<file path="config.mk">
export PLATFORM = sky130hd
export DESIGN_NAME = apb_sram_bridge
export DESIGN_NICKNAME = d
export VERILOG_FILES = /design/src/rtl/apb_sram_pkg.sv /design/src/rtl/apb_sram_bridge.sv
export SDC_FILE = /design/constraint.sdc
export NUM_CORES = 1
export LEC_CHECK = 0
export BUFFER_PORTS_ARGS = -buffer_cell sky130_fd_sc_hd__buf_2
export CAP_MARGIN = 30
export CELL_PAD_IN_SITES_DETAIL_PLACEMENT = 0
export CELL_PAD_IN_SITES_GLOBAL_PLACEMENT = 1
export CORE_MARGIN = 5
export CORE_UTILIZATION = 30
export DETAILED_ROUTE_END_ITERATION = 8
export PLACE_DENSITY = 0.74
export RECOVER_POWER = 50
export SYNTH_ARGS = -nofsm -noshare
export SYNTH_HDL_FRONTEND = slang
export SYNTH_SLANG_ARGS = --single-unit
</file>
<file path="constraint.sdc">
create_clock -name clk_i -period 1.8 [get_ports clk_i]
set_clock_uncertainty 0.2 [all_clocks]
set_input_delay 0.18 -clock clk_i [delete_from_list [all_inputs] [get_ports clk_i]]
set_output_delay 0.18 -clock clk_i [all_outputs]
set_load 0.005 [all_outputs]
</file>
<file path="src/rtl/apb_sram_pkg.sv">
// apb_sram_pkg: shared types and constants for the APB to SRAM bridge
package apb_sram_pkg;
  localparam int SRAM_DW = 32;
  localparam int STRB_W = SRAM_DW / 8;
  typedef enum logic [1:0] {IDLE, REQ, WAIT, RESP} bridge_state_e;
  typedef enum logic [1:0] {ERR_NONE, ERR_DECODE, ERR_PARITY, ERR_TIMEOUT} err_cause_e;
endpackage

</file>
<file path="src/rtl/apb_sram_bridge.sv">
// apb_sram_bridge: APB completer issuing one SRAM req/gnt/rvalid transaction per transfer, flagging decode, parity and grant-timeout faults on pslverr_o
module apb_sram_bridge
  import apb_sram_pkg::*;
#(
  parameter int DATA_WIDTH = 32,
  parameter int NUM_WORDS = 1024,
  parameter int APB_AW = 32,
  parameter logic [APB_AW-1:0] BASE_ADDR = '0,
  parameter int GNT_TIMEOUT = 16,
  localparam int MEM_AW = $clog2(NUM_WORDS)
) (
  input  logic                  clk_i,
  input  logic                  rst_ni,
  input  logic                  psel_i,
  input  logic                  penable_i,
  input  logic                  pwrite_i,
  input  logic [APB_AW-1:0]     paddr_i,
  input  logic [DATA_WIDTH-1:0] pwdata_i,
  input  logic [STRB_W-1:0]     pstrb_i,
  output logic [DATA_WIDTH-1:0] prdata_o,
  output logic                  pready_o,
  output logic                  pslverr_o,
  output logic                  mem_req_o,
  output logic                  mem_we_o,
  output logic                  mem_rready_o,
  output logic [MEM_AW-1:0]     mem_addr_o,
  output logic [DATA_WIDTH-1:0] mem_wdata_o,
  output logic [STRB_W-1:0]     mem_be_o,
  input  logic [DATA_WIDTH-1:0] mem_rdata_i,
  input  logic                  mem_rvalid_i,
  input  logic                  mem_rvalidpar_i,
  input  logic                  mem_gnt_i,
  input  logic                  mem_gntpar_i
);
  bridge_state_e state_q, state_d;
  err_cause_e cause_q, cause_d;
  logic [7:0] cnt_q, cnt_d;
  logic [MEM_AW-1:0] addr_q;
  logic we_q;
  logic [DATA_WIDTH-1:0] wdata_q, prdata_d;
  logic [STRB_W-1:0] be_q;
  logic [APB_AW-1:0] off;
  logic setup, dec_err, par_err, gnt_ok, rv_ok;
  assign setup = psel_i & ~penable_i;
  assign off = paddr_i - BASE_ADDR;
  assign dec_err = (off >= APB_AW'(NUM_WORDS)) | (|paddr_i[1:0]);
  assign par_err = (mem_gnt_i == mem_gntpar_i) | (mem_rvalid_i == mem_rvalidpar_i);
  assign gnt_ok = mem_gnt_i & ~mem_gntpar_i;
  assign rv_ok = mem_rvalid_i & ~mem_rvalidpar_i;
  always_comb begin
    state_d = state_q;
    cause_d = cause_q;
    cnt_d = cnt_q;
    prdata_d = prdata_o;
    unique case (state_q)
      IDLE: if (setup) begin
        state_d = dec_err ? RESP : REQ;
        cause_d = dec_err ? ERR_DECODE : ERR_NONE;
      end
      REQ: begin
        cnt_d = cnt_q + 8'd1;
        if (par_err) begin
          state_d = RESP;
          cause_d = ERR_PARITY;
        end else if (gnt_ok) begin
          state_d = WAIT;
        end else if (cnt_d == 8'(GNT_TIMEOUT)) begin
          state_d = RESP;
          cause_d = ERR_TIMEOUT;
        end
      end
      WAIT: if (par_err) begin
        state_d = RESP;
        cause_d = ERR_PARITY;
      end else if (rv_ok) begin
        state_d = RESP;
        prdata_d = we_q ? '0 : mem_rdata_i;
      end
      RESP: begin
        state_d = IDLE;
        cause_d = ERR_NONE;
        cnt_d = '0;
        prdata_d = '0;
      end
    endcase
  end
  always_ff @(posedge clk_i or negedge rst_ni) begin
    if (!rst_ni) begin
      state_q <= IDLE;
      cause_q <= ERR_NONE;
      cnt_q <= '0;
      prdata_o <= '0;
      addr_q <= '0;
      we_q <= 1'b0;
      wdata_q <= '0;
      be_q <= '0;
    end else begin
      state_q <= state_d;
      cause_q <= cause_d;
      cnt_q <= cnt_d;
      prdata_o <= prdata_d;
      if (state_q == IDLE && setup) begin
        addr_q <= off[MEM_AW-1:0];
        we_q <= pwrite_i;
        wdata_q <= pwdata_i;
        be_q <= pwrite_i ? pstrb_i : '1;
      end
    end
  end
  assign mem_req_o = state_q == REQ;
  assign mem_rready_o = state_q == WAIT;
  assign mem_we_o = mem_req_o & we_q;
  assign mem_addr_o = addr_q;
  assign mem_wdata_o = wdata_q;
  assign mem_be_o = be_q;
  assign pready_o = state_q == RESP;
  assign pslverr_o = pready_o & (cause_q != ERR_NONE);
endmodule

</file>
==> flow_summary_export.csv, run 1 <==
group,metric,value,unit
route,first_iter_violations,27,
timing,post-route-period-util,1.09,
timing,finalWorstSetupSlack,-0.166,ns
clock_tree,clock_latency,0.34,ns
clock_tree,cts_buffers,9,
job,drv_cap,0,
logic_synthesis,synthAdderAreaFrac,0.0229,
logic_synthesis,netlist_area,3830,um2
global_routing,grt.overflow.total,0,
final_layout,area_growth,92.5,%
critical_path,criticalPathCategory,"register to register",
placement,gp_congestion,0.775,
timing,hold_violations,0,
critical_path,worstPathMaxFanout,3,
critical_path,cp-end-kind,"register",
floorplanning,row_count,41,
final_layout,ff_latch_area,2280,um2
timing,final-setup-viol-count,63,
logic_synthesis,synthCells,339,
global_routing,grt_antenna_before_repair,0,
timing,max_freq,509,MHz
final_layout,drive_gt1_frac,0.581,
critical_path,rr_worst_depth,6,
route,firstDrtPassIters,4,
floorplanning,die_w,123,um
logic_synthesis,ys_seq_elements,91,
logic_synthesis,synth.distinct_cells,38,
route,final_antenna_net_count,0,
logic_synthesis,synthMuxAreaShare,0.138,
final_layout,multi_input_comb_area,1930,um2
final_layout,filler_cell_count,1026,
global_routing,grt_max_degree,37,
timing,relSlewSlack,0.507,
route,wire_per_inst,16.4,um
placement,portBuffers,191,
logic_synthesis,synth_top_family_by_area,"multiplexers",
final_layout,fin_nets,789,
timing,finalSetupTns,-2.97,ns
timing,rsz0062_at_grt,"true",
timing,tightest_slew,0.739,ns
pwr,finalPower,0.0109,W
global_routing,grt_pass1_wl,20500,um
logic_synthesis,synth-compound-area-share,0.0834,
final_layout,final_util,0.586,
clock_tree,clock_path_buffers,2,
floorplanning,fp.dieH,123,um
route,routed_wl,13900,um
logic_synthesis,synth_flop_cell,"dfrtp_1",
critical_path,worstPathArrival,1.99,ns
clock_tree,clock-sinks,91,
route,drcViolationCount,0,
critical_path,r2r_start,"cnt_q[4]",
logic_synthesis,syn_area_per_cell,11.3,um2
placement,dp_slack,-0.141,ns
floorplanning,dieArea,15100,um2
placement,dp_hpwl,8030,um
logic_synthesis,yosysWarnings,0,
critical_path,rr_endpoint,"cause_q[1]",
floorplanning,io_pins,192,
critical_path,r2r_slack,-0.17,ns
critical_path,crit_family,"compound AO/OA/AOI/OAI gates",
global_routing,grt_pass1_vias,4245,
clock_tree,cts_tree,"built",
pwr,worst_ir_drop_vdd,0.744,mV
floorplanning,core_area,12600,um2
timing,finalMaxSlewViolations,0,
logic_synthesis,synth_edf_count,0,
logic_synthesis,synthXorXnorAreaFrac,0.0114,
route,num_vias,3892,
timing,min_period,1.97,ns
timing,whs,0.105,ns
logic_synthesis,synthArstFlopShare,1.00,
pwr,p_leak,3.67,nW
worst_hold_path,whs_endpoint,"state_q[1]",
worst_hold_path,whs_path_depth,5,
route,vias_per_cell,4.58,
critical_path,cp_slowest_cell,"dfrtp_1",
clock_tree,cts-root-buf,"clkbuf_16",
pwr,powerDensity,1480,nW/um2
worst_hold_path,min_from,"paddr_i[12]",
worst_hold_path,hold_class,"primary input to register",
critical_path,crit_required,1.82,ns
clock_tree,clkTransAtPathRegs,0.06,ns
status,status,"finished with violations",
logic_synthesis,synth-simple-area-share,0.129,
critical_path,critPathLaunchType,"register",
critical_path,cp_slowest_stage_delay,0.40,ns
status,violations,"negative setup slack",
floorplanning,start_util,0.304,
clock_tree,htree_num_levels,3,
critical_path,cp_num_buf_inv,1,
critical_path,crit_chain,"and4b_2 -> a21oi_1 -> buf_4 -> a2111oi_4 -> o21ai_2 -> mux2_1",
logic_synthesis,yosysSeqAreaShare,0.595,
global_routing,grt_usage,0.176,
logic_synthesis,synth_nets,455,
-- state kept, by name, summed over array words and instances (netlist names) --
signal       count
state_q          2
cnt_q            8
we_q             1
mem_wdata_o     32
mem_be_o         4
mem_addr_o      10
cause_q          2
prdata_o        32
-- layout make-up --
type / count / share of cell area
multi-input combinational: 227 / 0.262
clock buffer: 11 / 0.0343
inverter: 5 / 0.00255
tap: 172 / 0.0292
timing repair buffer: 339 / 0.356
antenna: 1 / 0.000340
clock inverter: 4 / 0.00679
sequential: 91 / 0.309
-- worst reg2reg max path, cell delays in order, from the launching register on --
cell and delay (ns):
dfrtp_1 0.40, and4b_2 0.28, a21oi_1 0.06, buf_4 0.15, a2111oi_4 0.34, o21ai_2 0.12, mux2_1 0.32
-- cells by family after synthesis --
kind of cell | after synthesis
compound gates | 57
mux | 47
flops | 91
fa+ha+maj | 7
simple gates | 111
xor+xnor | 5
buf+inv | 21
-- layout by cell type (no fill, tap or decap), drive strengths merged, types with 2 or more instances in the layout --
| master | n |
|---|---|
| a211oi | 2 |
| a21oi | 7 |
| buf | 250 |
| clkbuf | 18 |
| clkinvlp | 2 |
| dfrtp | 91 |
| dlygate4sd3 | 82 |
| ha | 7 |
| inv | 5 |
| mux2 | 45 |
| mux2i | 2 |
| nand2 | 73 |
| nand3 | 2 |
| nand3b | 2 |
| nand4 | 4 |
| nor2 | 12 |
| nor2b | 5 |
| nor4 | 4 |
| o21ai | 40 |
| or3 | 3 |
| xor2 | 4 |
-- Yosys cell counts, types with 2 or more instances --
master	number	area share
nand3_1	2	0.0026
mux2i_1	2	0.0052
nand2_1	72	0.071
clkbuf_1	15	0.015
nor2_1	12	0.012
inv_1	5	0.0049
mux2_2	43	0.13
a211oi_1	2	0.0039
o21ai_0	39	0.051
nor4_1	4	0.0065
nor2b_1	5	0.0082
ha_1	7	0.023
nand4_1	4	0.0065
nand3b_1	2	0.0039
a21oi_1	7	0.0092
xor2_1	4	0.0092
dfrtp_1	91	0.60
or3_1	2	0.0033
mux2_1	2	0.0059
-- timing repair --
| action | in CTS | in global routing |
|---|---|---|
| setup buffers | 18 | 10 |
| hold endpoints to repair | 170 | 0 |
| cloned | 7 | 6 |
| gates resized for setup | 54 | 119 |
| hold buffers | 82 | 0 |
| pin swaps | 13 | 38 |
| setup endpoints to repair | 82 | 84 |
-- through the flow --
step / instance area [um2] / instances
6_report: 7370 / 850
5_1_grt: 7360 / 849
4_1_cts: 6920 / 839
3_5_place_dp: 5270 / 717
3_3_place_gp: 5270 / 717
2_1_floorplan: 3860 / 339
-- layer usage --
layer  track usage  up-vias  wire length (um)
met3        0.0567       31               968
met5             0        -                 0
met1         0.188     1887              5160
met2         0.314      137              7420
li1              -     1837                 -
met4        0.0840        0               362
-- power breakdown --
part	internal [W]	leakage, nW	switching (W)
Combinational	0.00303	2.39	0.00248
Sequential	0.00290	1.15	0.000568
Clock	0.00114	0.144	0.000767
Total	0.00707	3.67	0.00382
-- worst max path at each step --
stage	start	to	slack [ns]	cells after the start
3_3_place_gp	state_q[1]	cause_q[0]	-0.14	7
5_1_grt	cnt_q[4]	cause_q[1]	-0.22	6
4_1_cts	cnt_q[3]	cause_q[0]	-0.12	5
6_report	cnt_q[4]	cause_q[1]	-0.17	6
2_1_floorplan	state_q[0]	mem_addr_o[0]	-0.11	5
3_5_place_dp	cnt_q[4]	cause_q[0]	-0.14	6
No activity file was read; power rests on OpenSTA's default activity.
==> run 2, diff against run 1 <==
--- a/config.mk
+++ b/config.mk
@@ -9,7 +9,6 @@
 export CAP_MARGIN = 30
 export CELL_PAD_IN_SITES_DETAIL_PLACEMENT = 0
 export CELL_PAD_IN_SITES_GLOBAL_PLACEMENT = 1
-export CORE_MARGIN = 5
 export CORE_UTILIZATION = 30
 export DETAILED_ROUTE_END_ITERATION = 8
 export PLACE_DENSITY = 0.74
==> constraint.sdc (replaced) <==
create_clock -name clk_i -period 1.8 [get_ports clk_i]
set_clock_uncertainty 0.2 [all_clocks]
set_input_delay 0.36 -clock clk_i [delete_from_list [all_inputs] [get_ports clk_i]]
set_output_delay 0.36 -clock clk_i [all_outputs]
set_load 0.005 [all_outputs]
==> run 2 against run 1 <==
The run still ends with negative setup slack left. Global-route usage decreased by 1.6 points. Hold slack got worse by 0.060 ns. Maximum frequency fell by 1.2%. Register-to-register slack worse by 0.02 ns. Routed wire length shrank 18%. Power decreased by 1.8%. Utilization down 6.7 points. Via count down 12%. Critical endpoint unchanged. Highest routed layer unchanged.
==> flow_summary_export.csv, run 2 (synthesis results as in run 1) <==
group,metric,value,unit
status,status,"finished with violations",
status,violations,"negative setup slack",
timing,hold_violations,0,
critical_path,crit_end,"cause_q[1]",
global_routing,grt_max_degree,92,
final_layout,mostFrequentLayoutCells,"buf_2 (184), dfrtp_1 (89), nand2_1 (42), mux2_2 (42), o21ai_2 (28)",
critical_path,rr_endpoint,"cause_q[1]",
timing,max_freq,502,MHz
job,drv_cap,0,
timing,rsz0062_at_grt,"true",
timing,relSlewSlack,0.436,
final_layout,final_common_cell,"buf_2",
pwr,seqPwrFrac,0.318,
floorplanning,core_area,12200,um2
critical_path,cp_slowest_stage_delay,0.41,ns
critical_path,criticalPathCategory,"register to register",
final_layout,filler_cell_count,1121,
placement,dp_cells,708,
timing,final-setup-viol-count,41,
critical_path,cp_slowest_cell,"dfrtp_1",
floorplanning,row_count,40,
global_routing,grt_antenna_before_repair,0,
final_layout,area_growth,65.6,%
route,wire_per_inst,15.2,um
clock_tree,htree_num_levels,3,
critical_path,crit_required,1.83,ns
global_routing,grt_usage,0.160,
floorplanning,start_util,0.313,
worst_hold_path,hold_class,"primary input to register",
critical_path,worstPathArrival,2.02,ns
pwr,switching_share,0.348,
timing,post-route-period-util,1.11,
clock_tree,clkTransAtPathRegs,0.07,ns
clock_tree,cts_buffers,9,
pwr,intPower,0.00698,W
route,firstDrtPassIters,4,
pwr,worst_ir_drop_vdd,0.991,mV
floorplanning,fp.dieH,115,um
route,vias_per_cell,4.59,
pwr,p_sw,0.00372,W
critical_path,worstPathMaxFanout,4,
clock_tree,cts-root-buf,"clkbuf_16",
floorplanning,die_w,115,um
floorplanning,dieArea,13200,um2
final_layout,multi_input_comb_area,1880,um2
critical_path,startpoint,"cnt_q[4]",
clock_tree,clock_latency,0.34,ns
critical_path,rr_worst_depth,6,
pwr,comb_power_share,0.489,
timing,finalMaxSlewViolations,0,
placement,dp_hpwl,6900,um
final_layout,drive_gt1_frac,0.656,
placement,portBuffers,191,
final_layout,final_util,0.519,
pwr,powerDensity,1690,nW/um2
global_routing,grt_pass1_wl,16000,um
clock_tree,clock-sinks,91,
pwr,p_leak,3.18,nW
clock_tree,cts_tree,"built",
timing,finalWorstSetupSlack,-0.190,ns
critical_path,critPathLaunchType,"register",
critical_path,r2r_slack,-0.19,ns
final_layout,ff_latch_area,2280,um2
placement,gp_congestion,0.802,
global_routing,grt_pass1_vias,3427,
timing,min_period,1.99,ns
clock_tree,clock_path_buffers,2,
pwr,finalPower,0.0107,W
final_layout,stdcell_count,749,
route,first_iter_violations,100,
route,routed_wl,11400,um
critical_path,r2r_start,"cnt_q[4]",
timing,tightest_slew,0.847,ns
critical_path,crit_chain,"and4b_2 -> a21oi_1 -> buf_4 -> a2111oi_4 -> o21ai_2 -> mux2_1",
pwr,pwr-share-clk,0.193,
route,final_antenna_net_count,0,
global_routing,grt.overflow.total,0,
worst_hold_path,min_from,"pwdata_i[21]",
final_layout,diodes,0,
critical_path,cp-end-kind,"register",
route,drcViolationCount,0,
floorplanning,io_pins,192,
final_layout,fin_nets,692,
route,num_vias,3438,
==> run 2: cell types whose count changed in the layout (fill, tap and decap cells not counted), sizes merged <==
| cell | delta |
|---|---|
| dlygate4sd3 | -81 |
| buf | -17 |
| inv | +3 |
| bufinv | +1 |
| clkbuf | -1 |
| clkinvlp | -1 |
| diode | -1 |
==> run 2: final cells by class <==
| cell class | instances | share of cell area |
|---|---|---|
| clock buffer | 9 | 0.0356 |
| inverter | 5 | 0.00296 |
| timing repair buffer | 242 | 0.257 |
| tap | 168 | 0.0332 |
| clock inverter | 7 | 0.0156 |
| sequential | 91 | 0.360 |
| multi-input combinational | 227 | 0.296 |
==> run 2: power groups by stage <==
stage / Clock, W / Sequential [W] / Combinational [W]
6_report: 0.00207 / 0.00340 / 0.00523
4_1_cts: 0.00214 / 0.00335 / 0.00395
2_1_floorplan: 0 / 0.00341 / 0.00159
3_3_place_gp: 0 / 0.00332 / 0.00326
5_1_grt: 0.00221 / 0.00350 / 0.00565
3_5_place_dp: 0 / 0.00335 / 0.00333
==> run 2: how the worst min path moves through the flow <==
stage	to	slack (ns)	cells past startpoint
after floorplan	cause_q[0]	-0.14	0
after global placement	mem_addr_o[2]	0.24	2
after detailed placement	mem_wdata_o[28]	0.25	2
after CTS	mem_wdata_o[0]	0.02	2
after global routing	mem_wdata_o[7]	0.03	2
final	mem_wdata_o[21]	0.04	2
==> run 2: critical path, delay by kind of cell, from the launching register on <==
family	cells	cell delay, ns
compound gates	3	0.52
buf+inv	1	0.15
flops	1	0.41
mux	1	0.32
simple gates	1	0.28
==> run 2: what timing repair did <==
item,4_1_cts,5_1_grt
hold buffers,1,0
cloned,2,8
pin swaps,6,45
endpoints found under the hold margin,91,0
setup buffers,8,8
setup endpoints to repair,33,86
gates resized for setup,62,101
==> run 2: layer usage <==
| layer | track usage | vias to the layer above | part of all wire |
|---|---|---|---|
| met5 | 0 | - | 0 |
| met4 | 0.0623 | 0 | 0.015 |
| met3 | 0.0585 | 14 | 0.065 |
| met2 | 0.270 | 112 | 0.51 |
| met1 | 0.184 | 1676 | 0.41 |
| li1 | - | 1636 | - |
==> run 2: through the flow <==
stage               worst slack, ns  instance area (um2)  setup TNS [ns]  hold WS, ns
floorplan                    -0.109                 3860           -3.58       -0.136
global placement             -0.159                 5220           -5.55        0.243
detailed placement           -0.219                 5220           -7.01        0.253
CTS                          -0.166                 5780           -2.57       0.0241
global route                 -0.287                 6330           -5.88       0.0325
finish                       -0.190                 6330           -2.39       0.0449
